===== src/rtl/regfile_pkg.sv =====
// ----------------------------------------------------------------------------
// regfile_pkg
// Shared constants and types for the CPU register bank write side.
//
// Contents:
//   DATA_W, NREGS, ADDR_W  default register width, count and address width
//   reg_addr_t, reg_data_t register address / data types at default widths
//   slot_state_t           readable name for a slot's busy/cancel pair,
//                          intended for debug and waveform decoding
//   decode_slot()          maps the {busy, cancel} bits onto slot_state_t
//
// Optional build macro used elsewhere in this slice: REGFILE_R0_ZERO_EN
// ----------------------------------------------------------------------------
package regfile_pkg;

   localparam int DATA_W = 16;
   localparam int NREGS  = 16;
   localparam int ADDR_W = 4;

   typedef logic [ADDR_W-1:0] reg_addr_t;
   typedef logic [DATA_W-1:0] reg_data_t;

   // Encoding is {busy, cancel}, so the enum value can be read straight off
   // the two scoreboard bits of a slot.
   typedef enum logic [1:0] {
      IDLE      = 2'b00,
      PENDING   = 2'b10,
      CANCELLED = 2'b11
   } slot_state_t;

   // Cancel without busy cannot occur in a healthy slot; it is folded into
   // IDLE so a debug view never shows an undefined name.
   function automatic slot_state_t decode_slot(input logic busy_bit,
                                               input logic cancel_bit);
      slot_state_t st;
      st = IDLE;
      if (busy_bit && cancel_bit) begin
         st = CANCELLED;
      end else if (busy_bit) begin
         st = PENDING;
      end
      return st;
   endfunction

endpackage


===== src/rtl/regfile_write_port_slot.sv =====
// ----------------------------------------------------------------------------
// reg_slot
// One general register plus its load scoreboard entry (busy / cancel).
//
// Ports:
//   clk        clock, all state changes on the rising edge
//   rst_n      asynchronous active-low reset
//   alu_hit    ALU writeback targets this register this cycle
//   ld_hit     a load writeback to this register is accepted this cycle
//   issue_hit  a new load to this register is dispatched this cycle
//   alu_data   shared ALU result bus
//   ld_data    shared load data bus
//   q          current register contents
//   busy       a load to this register is outstanding
//
// The scoreboard has three states held in a 2-bit {busy, cancel} register:
//   IDLE (00)      no load outstanding
//   PENDING (10)   a load is outstanding and will write when it returns
//   CANCELLED (11) a load is outstanding but a younger ALU write already
//                  landed, so the returning load data must be dropped
// ----------------------------------------------------------------------------
module reg_slot
#(
   parameter int WIDTH = 16
)
(
   input  logic             clk,
   input  logic             rst_n,
   input  logic             alu_hit,
   input  logic             ld_hit,
   input  logic             issue_hit,
   input  logic [WIDTH-1:0] alu_data,
   input  logic [WIDTH-1:0] ld_data,
   output logic [WIDTH-1:0] q,
   output logic             busy
);

   localparam logic [1:0] SLOT_IDLE      = 2'b00;
   localparam logic [1:0] SLOT_PENDING   = 2'b10;
   localparam logic [1:0] SLOT_CANCELLED = 2'b11;

   logic [1:0] state;
   logic       cancel;

   assign busy   = state[1];
   assign cancel = state[0];

   // Data register. The ALU always wins the single write port, so alu_hit
   // and ld_hit are never both set; the ordering here only documents that.
   // A load returning into a CANCELLED slot is swallowed so the younger ALU
   // value survives the older load.
   always_ff @(posedge clk or negedge rst_n) begin
      if (!rst_n) begin
         q <= '0;
      end else if (alu_hit) begin
         q <= alu_data;
      end else if (ld_hit && !cancel) begin
         q <= ld_data;
      end
   end

   // Scoreboard. A fresh issue always restarts the slot in PENDING, even
   // when the previous load returns or the ALU writes in the same cycle,
   // because the new load is the youngest producer. An accepted load
   // retires the slot. An ALU write while a load is outstanding marks the
   // load as stale; a CANCELLED slot simply stays CANCELLED on more ALU
   // writes.
   always_ff @(posedge clk or negedge rst_n) begin
      if (!rst_n) begin
         state <= SLOT_IDLE;
      end else if (issue_hit) begin
         state <= SLOT_PENDING;
      end else if (ld_hit) begin
         state <= SLOT_IDLE;
      end else if (alu_hit && busy) begin
         state <= SLOT_CANCELLED;
      end
   end

endmodule


===== src/rtl/regfile_write_port.sv =====
// ----------------------------------------------------------------------------
// regfile_write_port
// Write side of the CPU register bank. Owns the general registers, arbitrates
// the single write port between ALU writeback (priority, no handshake) and
// load writeback (valid/ready), and keeps a per-register busy scoreboard for
// outstanding loads with write-after-write cancellation.
//
// Parameters:
//   DATA_W  register width in bits
//   NREGS   number of registers
//   ADDR_W  register address width
//
// Ports:
//   clk            clock
//   rst_n          asynchronous active-low reset
//   alu_we         ALU writeback strobe, always accepted
//   alu_addr       ALU destination register
//   alu_data       ALU result
//   ld_issue       a load to ld_issue_addr has been dispatched
//   ld_issue_addr  destination of the dispatched load
//   ld_valid       load data available
//   ld_addr        load destination register
//   ld_data        load data
//   ld_ready       load writeback accepted this cycle (combinational)
//   regs_out       flat register contents, rN at [N*DATA_W +: DATA_W]
//   busy           bit N set while a load to rN is outstanding
//
// Build option:
//   REGFILE_R0_ZERO_EN  when defined, r0 is hardwired to zero: writes to r0
//                       are dropped, loads to r0 are never marked busy, and
//                       a load returning to r0 still completes its handshake.
// ----------------------------------------------------------------------------
module regfile_write_port
#(
   parameter int DATA_W = regfile_pkg::DATA_W,
   parameter int NREGS  = regfile_pkg::NREGS,
   parameter int ADDR_W = regfile_pkg::ADDR_W
)
(
   input  logic                    clk,
   input  logic                    rst_n,
   input  logic                    alu_we,
   input  logic [ADDR_W-1:0]       alu_addr,
   input  logic [DATA_W-1:0]       alu_data,
   input  logic                    ld_issue,
   input  logic [ADDR_W-1:0]       ld_issue_addr,
   input  logic                    ld_valid,
   input  logic [ADDR_W-1:0]       ld_addr,
   input  logic [DATA_W-1:0]       ld_data,
   output logic                    ld_ready,
   output logic [NREGS*DATA_W-1:0] regs_out,
   output logic [NREGS-1:0]        busy
);

   import regfile_pkg::*;

   logic             ld_accept;
   logic [NREGS-1:0] alu_hit;
   logic [NREGS-1:0] ld_hit;
   logic [NREGS-1:0] issue_hit;

   // The load port is refused whenever the ALU owns the write port, and
   // while in reset so nothing is handshaken that the bank cannot record.
   assign ld_ready  = rst_n & ~alu_we;
   assign ld_accept = ld_valid & ld_ready;

   // One-hot destination decoders. Addresses at or above NREGS match no
   // slot, so they produce neither a write nor a scoreboard change. With the
   // zero-register option every r0 strobe is removed here, which keeps r0 at
   // its reset value of zero and its scoreboard permanently IDLE while the
   // ld_ready handshake is left untouched.
   always_comb begin
      alu_hit   = '0;
      ld_hit    = '0;
      issue_hit = '0;
      for (int i = 0; i < NREGS; i++) begin
         alu_hit[i]   = alu_we    && (alu_addr      == ADDR_W'(i));
         ld_hit[i]    = ld_accept && (ld_addr       == ADDR_W'(i));
         issue_hit[i] = ld_issue  && (ld_issue_addr == ADDR_W'(i));
      end
`ifdef REGFILE_R0_ZERO_EN
      alu_hit[0]   = 1'b0;
      ld_hit[0]    = 1'b0;
      issue_hit[0] = 1'b0;
`else
`endif
   end

   // One slot per register; each slot drives its own slice of the flat
   // output bus and its own busy bit.
   for (genvar g = 0; g < NREGS; g++) begin : g_slot
      reg_slot #(
         .WIDTH     (DATA_W)
      ) u_slot (
         .clk       (clk),
         .rst_n     (rst_n),
         .alu_hit   (alu_hit[g]),
         .ld_hit    (ld_hit[g]),
         .issue_hit (issue_hit[g]),
         .alu_data  (alu_data),
         .ld_data   (ld_data),
         .q         (regs_out[g*DATA_W +: DATA_W]),
         .busy      (busy[g])
      );
   end

endmodule


===== config.mk =====
export PLATFORM = sky130hd
export DESIGN_NAME = regfile_write_port
export DESIGN_NICKNAME = d
export VERILOG_FILES = /design/src/rtl/regfile_pkg.sv /design/src/rtl/regfile_write_port_slot.sv /design/src/rtl/regfile_write_port.sv
export SDC_FILE = /design/constraint.sdc
export NUM_CORES = 1
export LEC_CHECK = 0
export CORE_ASPECT_RATIO = 1.75
export CORE_MARGIN = 8
export CORE_UTILIZATION = 30
export CTS_CLUSTER_SIZE = 14
export DETAILED_ROUTE_END_ITERATION = 12
export PLACE_DENSITY = 0.61
export SETUP_SLACK_MARGIN = 0.2
export SYNTH_ARGS = -nofsm -noshare
export SYNTH_HDL_FRONTEND = slang
export SYNTH_HIERARCHICAL = 1
export SYNTH_SLANG_ARGS = --single-unit
export TNS_END_PERCENT = 50

===== constraint.sdc =====
create_clock -name clk -period 1.6 [get_ports clk]
set_clock_uncertainty 0.15 [all_clocks]
set_input_delay 0.48 -clock clk [delete_from_list [all_inputs] [get_ports clk]]
set_output_delay 0.48 -clock clk [all_outputs]
set_load 0.005 [all_outputs]

# Word level (Yosys, flattened, before mapping)
# Index checks and enable logic that the tools add are counted.
word_totals:
  ff_bits: 288
  out_inout_bits: 273
  in_bits: 49
  elab_cells: 291
op_classes:
  n_bitwise: 3
  n_eq_ne: 45
  muxes: 80
  reduce_logical: 131
ops:
  columns: ["operator", "count"]
  rows:
  - ["16-bit two-way mux", 32]
  - ["4-bit == test (second input constant)", 24]
  - ["2-bit two-way mux", 48]
  - ["1-bit logical AND", 80]
  - ["4-bit by 3-bit == test with 1-bit output (second input constant)", 12]
  - ["3-bit nonzero test", 16]
  - ["2-bit nonzero test", 16]
  - ["4-bit by 2-bit == test with 1-bit output (second input constant)", 6]
  - ["1-bit zero test", 16]
  - ["4-bit by 1-bit == test with 1-bit output (second input constant)", 3]
  - ["4-bit zero test", 3]
  - ["1-bit AND", 2]
  - ["1-bit inverter", 1]

# Longest topological paths before layout
# Gate-level depths: netlist of the first run.
logic_depth:
  depth_word: 7
  ltp_mapped: 7
  mapped_depth_nobuf: 4

# Hierarchy
# Netlist of the first run, hierarchy kept.
modules_own_cells:
  columns: ["module", "seq_area_each_um2", "n_inst", "cells_per_inst", "area_each_um2"]
  rows:
  - ["reg_slot", 450.4, 16, 95, 968.4]
  - ["regfile_write_port", 0.0, 1, 81, 480.5]

# Least setup slack after synthesis of the first run
# OpenSTA, ideal clock, no wires.
synth_path:
  path_type: "input port to flip-flop"
  start: "input ld_addr[0]"
  end: "register g_slot[6].u_slot.q[0]"
  cell_stages: 6
  setup_slack_ns: -0.588
  setup_ns: 0.140
  required_ns: 1.310
  arrival_time_ns: 1.898
  path_buffers: 2
  path_cell_list: "buf_2 nand2b_1 nor3_1 nor2b_4 buf_6 o311ai_1"
synth_via:
  elab_chain_len: 4
synth_lines:
  columns: ["item", "line_no", "rtl"]
  rows:
  - ["from (decl)", "regfile_write_port.sv:48", "input logic [ADDR_W-1:0] ld_addr,"]
  - ["4-bit by 3-bit == test with 1-bit output", "regfile_write_port.sv:78", "ld_hit[i] = ld_accept && (ld_addr == ADDR_W'(i));"]
  - ["1-bit logical AND", "regfile_write_port.sv:78", null]
  - ["net ld_hit[6]", "regfile_write_port.sv:59", "logic [NREGS-1:0] ld_hit;"]
  - ["1-bit logical AND", "regfile_write_port_slot.sv:57", "end else if (ld_hit && !cancel) begin"]
  - ["2-bit nonzero test (no line)", null, null]
  - ["to (signal assigned)", "regfile_write_port_slot.sv:56", "q <= alu_data;"]
  - ["to (signal assigned)", "regfile_write_port_slot.sv:58", "q <= ld_data;"]
  - ["to (decl)", "regfile_write_port_slot.sv:34", "output logic [WIDTH-1:0] q,"]
# The timed path passes the listed nets, and every way through them passes these cells.
# A chain may end at the register's enable or synchronous reset.

# Worst setup path after layout of the first run
layout_path:
  start: "register g_slot[5].u_slot.q[6]"
  end: "output regs_out[86]"
layout_lines:
  columns: ["item", "line_no", "rtl"]
  rows:
  - ["from (decl)", "regfile_write_port_slot.sv:34", null]
  - ["from (signal assigned)", "regfile_write_port_slot.sv:56", null]
  - ["from (signal assigned)", "regfile_write_port_slot.sv:58", null]
  - ["to (decl)", "regfile_write_port.sv:51", "output logic [NREGS*DATA_W-1:0] regs_out,"]
# No word-level cell between the ends.

==> results.txt, run 1 <==
The top fanout value on the critical path is 2. The switching portion of total power is 0.3285. The routed via count came out at 16260. Counting flops with a built-in enable in the synthesized netlist gives 0. In the synthesized netlist, the number of instances is 1601. The final-stage net count came out at 2261.

The smallest clock period supported by the final layout is computed as 1.820 ns. The global-route track usage on met2 is 0.4018. The number of setup violations in the final report is 272. The largest vdd supply drop came out at 795.2 µV. The clock-pin slew on the worst setup and hold paths came out at 0.07 ns. The number of global-route vias before repair came out at 15980. TritonCTS built the clock tree. The initial antenna violation count is 5. The first global-routing pass estimated 107.7 mm of wire. The type of the tightest min-delay check is in -> async.

The setup total negative slack is -38.30 ns. Across the run, the number of max-cap violations was 0. The post-synthesis cell area came out at 15980 µm². The checks that failed: negative setup slack. Summed over all nets, the half-perimeter wirelength after detailed placement is 47.58 mm.

The number of hold-slack violations in the final timing report came out at 0. The fraction of registers with async set/reset is 1.000. The net switching power is 0.009132 W. The total power divided by cell area is 1101 nW/µm². The average via count per standard cell is 5.568. The count of port buffers added during placement came out at 321.

The signal on the critical path passes through buf_2. The leakage power of the design is 10.59 nW. The met1 capacity usage during global routing is 0.2601. In this run the clock root is driven by a clkbuf_16. The height of the die came out at 321.3 µm. The clock latency on the worst-skew pair came out at 0.58 ns. The global-route usage over all layers is 0.2352.

The count of nets left with antenna violations after detail routing is 0. The share of synthesized area in the top cell type comes to 0.4511. By startpoint and endpoint, the worst setup path is classified as reg -> out. STA classifies the critical path endpoint as a primary output. The total nets after synthesis came out at 1650. The number of buffer and inverter stages on the critical path is 1.

The buffer depth of the longest clock path is 3. For the pin with the worst max-slew slack, the measured transition is 0.9093 ns. The effective utilization at floorplan is 0.3016. The worst reg-to-reg path cell count came out at 3. The flow ran to the end, but the final reports show violations. The top achievable clock speed came out at 549.4 MHz.

The number of max-slew violations in the final report was 0. After global routing, the most crowded layer is met2. The total overflow left after global routing is 0. Setup repair after global routing could not meet its margin everywhere.

The worst reg-to-reg setup slack is 0.24 ns. The worst setup slack after placement came out at -1.169 ns. The area of the die is 61180 µm². The number of remaining DRC errors came out at 0. The number of clock buffers inserted by TritonCTS came out at 29. The largest stage delay on the critical path is 0.44 ns. The worst register-to-register path ends at g_slot[1].u_slot/q[11]$_DFFE_PN0P_. The worst setup path is launched from a flip-flop. The launching point of the worst reg2reg path is g_slot[1].u_slot/state[0]$_DFFE_PN0P_. Dividing the synthesized area by the synthesized cell count gives 9.978 µm².

The horizontal die dimension came out at 190.4 µm. Of the available clock period, the critical path in the final layout requires 1.138. The sequential share of the synthesized area came out at 0.4511.

Measured against its own limit, the worst slew margin works out to 0.3938. The endpoint required time on the critical path is 0.97 ns. The final setup slack of the worst path is -0.2202 ns. The first-iteration detailed-routing DRC count is 1442. The number of H-tree levels came out at 1. The warning count from the yosys run came out at 6. Cell internal power was estimated by the tool at 0.01867 W. The global-route met3 utilization came out at 0.04023.

The synthesized design spends more area on one cell type than any other, namely dfrtp_1. Among cell families on the critical path, the largest total delay comes from flip-flops. On the critical path, the stage with the largest delay is an instance of dfrtp_1. By area the synthesized netlist is led by dfrtp_1 45%, nand4bb_1 18%, o311ai_1 9.6%. The number of register bits inferred by synthesis is 288. The share of cells above drive strength 1 is 0.4008. 322 I/O pins were placed. Of the total power, combinational logic draws 0.366.

The number of placed instances with taps included is 2686. The share of total power dissipated in sequential elements is 0.387. In this run, distinct cell masters in the synthesized netlist total 25. The post-route non-filler standard cell count came out at 2921. Data arrives at the worst endpoint at 1.19 ns. The total wirelength of the detailed-routed design is 78.38 mm. The clock share of power came out at 0.246. The main flop type after synthesis is dfrtp_1.

Entering global routing, the biggest net connects 143 pins. The utilization after layout came out at 0.4768. The final estimated routing congestion in global placement came out at 0.8511. The standard cell core area is 52970 µm². The clock net in this run drives a total of 288 sinks. The number of iterations in the first detailed-routing pass is 5. The number of core rows came out at 112. The layout overhead on the synthesized area is 58.08%. The detailed-route wire length per cell came out at 26.83 µm.
-- logic make-up after synthesis --
group,count (synthesis),share of synthesized area
buf+inv,407,0.1096
flops,288,0.4511
simple gates,618,0.2863
compound gates,288,0.1529
-- cell usage after synthesis, types with 7 or more instances --
master and number:
o311ai_0 80, nand2_1 260, nand4bb_1 257, a21o_1 16
nor2b_4 16, o311ai_1 176, buf_2 68, nor3_1 30
inv_1 272, nand2b_1 7, nor2_1 26, a21oi_1 16
clkbuf_1 48, buf_6 18, dfrtp_1 288
-- state kept, by name, summed over array words and instances (netlist names) --
register and cells:
g_slot.u_slot/state 32, g_slot.u_slot/q 256
-- layout make-up --
cell class	instances	area [µm²]
antenna	4	10.01
timing repair buffer	715	6427
fill	4907	27720
multi-input combinational	906	8806
clock inverter	9	80.08
clock buffer	43	838.3
inverter	272	1021
tap	684	855.8
sequential	288	7216
-- routing by layer --
metal,share of wire,wire length (µm),vias up
li1,-,-,7093
met1,0.36,28220,8149
met2,0.50,38990,754
met3,0.062,4864,265
met4,0.080,6289,2
met5,0.00014,11,-
-- layout by cell type (no fill, tap or decap), types with 18 or more instances in the layout --
| cell | Yosys | routed |
|---|---|---|
| buf_12 | 0 | 80 |
| buf_2 | 68 | 230 |
| buf_4 | 1 | 273 |
| buf_6 | 18 | 69 |
| clkbuf_16 | 0 | 31 |
| clkdlybuf4s50_1 | 0 | 32 |
| dfrtp_1 | 288 | 281 |
| inv_1 | 272 | 267 |
| nand2_1 | 260 | 258 |
| nand4bb_1 | 257 | 249 |
| nor3_1 | 30 | 18 |
| o311ai_0 | 80 | 25 |
| o311ai_1 | 176 | 138 |
| o311ai_2 | 0 | 24 |
| o311ai_4 | 0 | 69 |
-- what timing repair did --
item / in CTS / in global routing
endpoints found under the hold margin: 38 / 0
pin swaps: 9 / 75
buffers inserted: 112 / 57
setup endpoints to repair: 561 / 561
gates cloned: 7 / 2
resized for setup: 1232 / 294
hold buffers: 1 / 0
-- power groups by stage --
stage	Sequential (W)	Clock (W)	Combinational [W]
floorplan	0.0106	0	0.00272
global placement	0.0109	0	0.00881
detailed placement	0.0109	0	0.00899
CTS	0.0107	0.00701	0.00867
global route	0.0109	0.00727	0.0109
finish	0.0108	0.00685	0.0102
-- through the flow --
step / area, µm² / hold slack [ns] / power [W]
6_report: 25250 / 0.02152 / 0.02780
5_1_grt: 25240 / 0.06223 / 0.02905
4_1_cts: 23070 / 0.06037 / 0.02641
3_5_place_dp: 21980 / 0.3525 / 0.01987
3_3_place_gp: 21980 / 0.3417 / 0.01968
2_1_floorplan: 16110 / 0.03441 / 0.01331
-- worst max path at each step --
| stage | start | end | slack, ns | cells after the start |
|---|---|---|---|---|
| final | g_slot[5].u_slot/q[6]$_DFFE_PN0P_ | regs_out[86] | -0.22 | 1 |
| after detailed placement | alu_we | g_slot[0].u_slot/q[8]$_DFFE_PN0P_ | -1.17 | 7 |
| after CTS | g_slot[9].u_slot/q[14]$_DFFE_PN0P_ | regs_out[158] | -0.25 | 1 |
| after global routing | g_slot[5].u_slot/q[6]$_DFFE_PN0P_ | regs_out[86] | -0.23 | 1 |
| after global placement | alu_we | g_slot[4].u_slot/q[8]$_DFFE_PN0P_ | -1.11 | 7 |
| after floorplan | alu_we | g_slot[13].u_slot/q[0]$_DFFE_PN0P_ | -0.43 | 6 |
Note: power is estimated with default switching activity, not from simulation.
==> inputs of run 2 (changes only) <==
CTS_CLUSTER_DIAMETER = 60   (was unset)
HOLD_SLACK_MARGIN = 0.06   (was unset)
==> run 2 against run 1 <==
- the run still ends with negative setup slack left
- largest cell class unchanged
- maximum frequency rose by 1.6%
- critical path type unchanged
- critical endpoint is now regs_out[44]
- final area fell by 1.7%
- wire length fell by 1.0%
==> results.txt, run 2 (synthesis results as in run 1) <==
The run finished, with violations left. The final reports fail on negative setup slack. The endpoint required time on the critical path is 0.97 ns. The buffer depth of the longest clock path is 3. The top-level I/O count is 322. The number of core rows is 112. Routability-driven placement finished with a final weighted congestion of 0.8511.

The count of port buffers added during placement is 321. The launching point of the worst reg2reg path is g_slot[1].u_slot/state[0]$_DFFE_PN0P_. The clock latency on the worst-skew pair came out at 0.55 ns. In this run the worst hold path is classified as in -> async. Setup repair after global routing could not meet its margin everywhere. After layout, the minimum clock period comes to 1.792 ns. The net switching power is 0.008812 W. The detailed router placed 16200 vias in this run. Among all stages on the critical path, the largest delay is contributed by dfrtp_1.

CTS placed an instance of clkbuf_16 at the clock tree root. The number of setup violations in the final report is 291. The top achievable clock speed is 558.1 MHz.

The relative max-transition margin is 0.3505. The worst setup path is launched from a flip-flop. From bottom edge to top edge, the die measures 321.3 µm. The placement-stage cell area came out at 21980 µm². Leaving out fill and tap cells, the most frequent cell in the layout is dfrtp_1. The register with the most flip-flops in the layout has 256 of them. The HPWL after detailed placement is 47.58 mm. The number of remaining DRC errors came out at 0. The slew of the pin with the lowest slew margin is 0.9743 ns. The horizontal die dimension is 190.4 µm. Ranked by flip-flop count, first place goes to g_slot.u_slot/q. The leakage power of the design came out at 10.47 nW. The share of cells above drive strength 1 came out at 0.4019. The initial antenna violation count came out at 5. Of the total power, registers draw 0.404. The detailed-route wire length per cell is 26.63 µm. The count of nets left with antenna violations after detail routing is 0. The top fanout value on the critical path came out at 2. The wire length of the first global-routing pass is 108.5 mm. After floorplanning, the core was sized to cover 52970 µm². The first detailed-routing pass ran for 5 iterations. The largest vdd supply drop is 791.7 µV. STA classifies the critical path endpoint as a primary output. The path type of the worst setup path is reg -> out. After layout, the worst setup slack is -0.1917 ns. The number of clock buffers inserted by TritonCTS came out at 26. The maximum number of pins on one net before global-route repair came out at 143. The clock share of power is 0.225. From synthesis to final layout, the design area changed by 55.45%.

The largest stage delay on the critical path is 0.45 ns. TritonCTS built the clock tree. The internal power of the cells totals 0.01777 W. The number of global-route vias before repair came out at 16110. The total power divided by cell area came out at 1070 nW/µm². The worst slack on hold paths came out at 0.03881 ns.

For the worst setup path, the data arrival time is 1.16 ns. The clock-pin slew on the worst setup and hold paths is 0.07 ns. The top cell types in the final layout, fill and taps aside, are 282 x dfrtp_1, 276 x buf_4, 265 x inv_1. The final layout contains 2270 nets. The signal on the critical path passes through buf_2. The total wirelength of the detailed-routed design came out at 77.57 mm. The total congestion overflow is 0.

The average via count per standard cell came out at 5.561. In this run, the number of DRC markers left after iteration 0 of detailed routing was 1386. The number of hold-slack violations in the final timing report is 0. The number of H-tree levels came out at 1. The post-route clock period utilization came out at 1.120. Of the total power, the share spent switching nets is 0.3315.

Clock tree synthesis found a total of 288 sinks. The dominant delay contributor by cell family on the critical path is flip-flops. The number of maximum-capacitance constraint violations came out at 0.

The number of max-slew violations in the final report is 0. The initial utilization of the core area, before any placement, comes to 0.3016. The post-route cell area came out at 24830 µm². Tracing the worst setup path back leads to its startpoint at g_slot[2].u_slot/q[12]$_DFFE_PN0P_. The fraction of power consumed by combinational cells came out at 0.370. The largest registers in the layout are g_slot.u_slot/q (256), g_slot.u_slot/state (32). The number of buffer and inverter stages on the critical path came out at 1. The area of the die came out at 61180 µm². The global-route usage over all layers is 0.2378.
==> run 2: cell count changes in the layout (fill, tap and decap cells not counted), sizes merged <==
| cell | previous run | this run |
|---|---|---|
| bufbuf | 4 | 0 |
| bufinv | 1 | 0 |
| dlygate4sd2 | 0 | 1 |
| dlymetal6s2s | 5 | 4 |
| clkinv | 6 | 5 |
| buf | 666 | 669 |
| diode | 4 | 2 |
| clkbuf | 50 | 49 |
| inv | 273 | 271 |
==> run 2: final timing paths <==
| path | endpoint | slack (ns) | cells past startpoint |
|---|---|---|---|
| min reg2reg | g_slot[12].u_slot/state[1]$_DFFE_PN0P_ | 0.38 | 1 |
| min in group clk | g_slot[0].u_slot/state[1]$_DFFE_PN0P_ | 0.37 | 4 |
| max in group asynchronous | g_slot[9].u_slot/q[4]$_DFFE_PN0P_ | 0.35 | 3 |
| min | g_slot[14].u_slot/q[9]$_DFFE_PN0P_ | 0.04 | 3 |
| max | regs_out[44] | -0.19 | 1 |
| max reg2reg | g_slot[1].u_slot/q[7]$_DFFE_PN0P_ | 0.16 | 3 |
==> run 2: stage by stage <==
stage	utilization	setup TNS [ns]	worst slack [ns]	power (W)	instances
floorplan	-	-86.72	-0.4260	0.01331	1601
global placement	0.4149	-273.53	-1.108	0.01968	2686
detailed placement	0.4149	-279.11	-1.169	0.01987	2686
CTS	0.4417	-41.05	-0.2085	0.02569	2858
global route	0.4687	-41.92	-0.2313	0.02785	2911
finish	0.4688	-31.24	-0.1917	0.02658	2913
==> run 2: final cells by class <==
cell class / instances / area [µm²]
fill: 4916 / 28140
multi-input combinational: 906 / 8423
sequential: 288 / 7214
timing repair buffer: 727 / 6564
inverter: 272 / 1036
tap: 684 / 855.8
clock buffer: 29 / 693.2
clock inverter: 5 / 42.54
antenna: 2 / 5.005
==> run 2: power groups by stage <==
| stage | Combinational (W) | Clock (W) | Sequential [W] |
|---|---|---|---|
| after floorplan | 0.00272 | 0 | 0.0106 |
| after global placement | 0.00881 | 0 | 0.0109 |
| after detailed placement | 0.00899 | 0 | 0.0109 |
| after CTS | 0.00882 | 0.00615 | 0.0107 |
| after global routing | 0.0105 | 0.00641 | 0.0109 |
| final | 0.00985 | 0.00599 | 0.0107 |
==> run 2: what timing repair did <==
action                                   CTS  global route
gates resized for setup                 1260           224
setup buffers                            126            52
hold buffers                               1             0
gates cloned                              11             1
endpoints found under the setup margin   561           561
hold endpoints to repair                  38             0
pin swaps                                 13            36
==> run 2: tightest hold or removal path, cell delays in order <==
cell and delay (ns):
buf_8 0.13, buf_4 0.16, buf_12 0.43
==> run 2: routing by layer <==
metal / vias to the layer above / wire length [µm] / GRT usage
met5: - / 38 / 0
met4: 6 / 6283 / 0.1701
met1: 8085 / 28190 / 0.2644
li1: 7110 / - / -
met2: 728 / 38540 / 0.4072
met3: 270 / 4522 / 0.03741
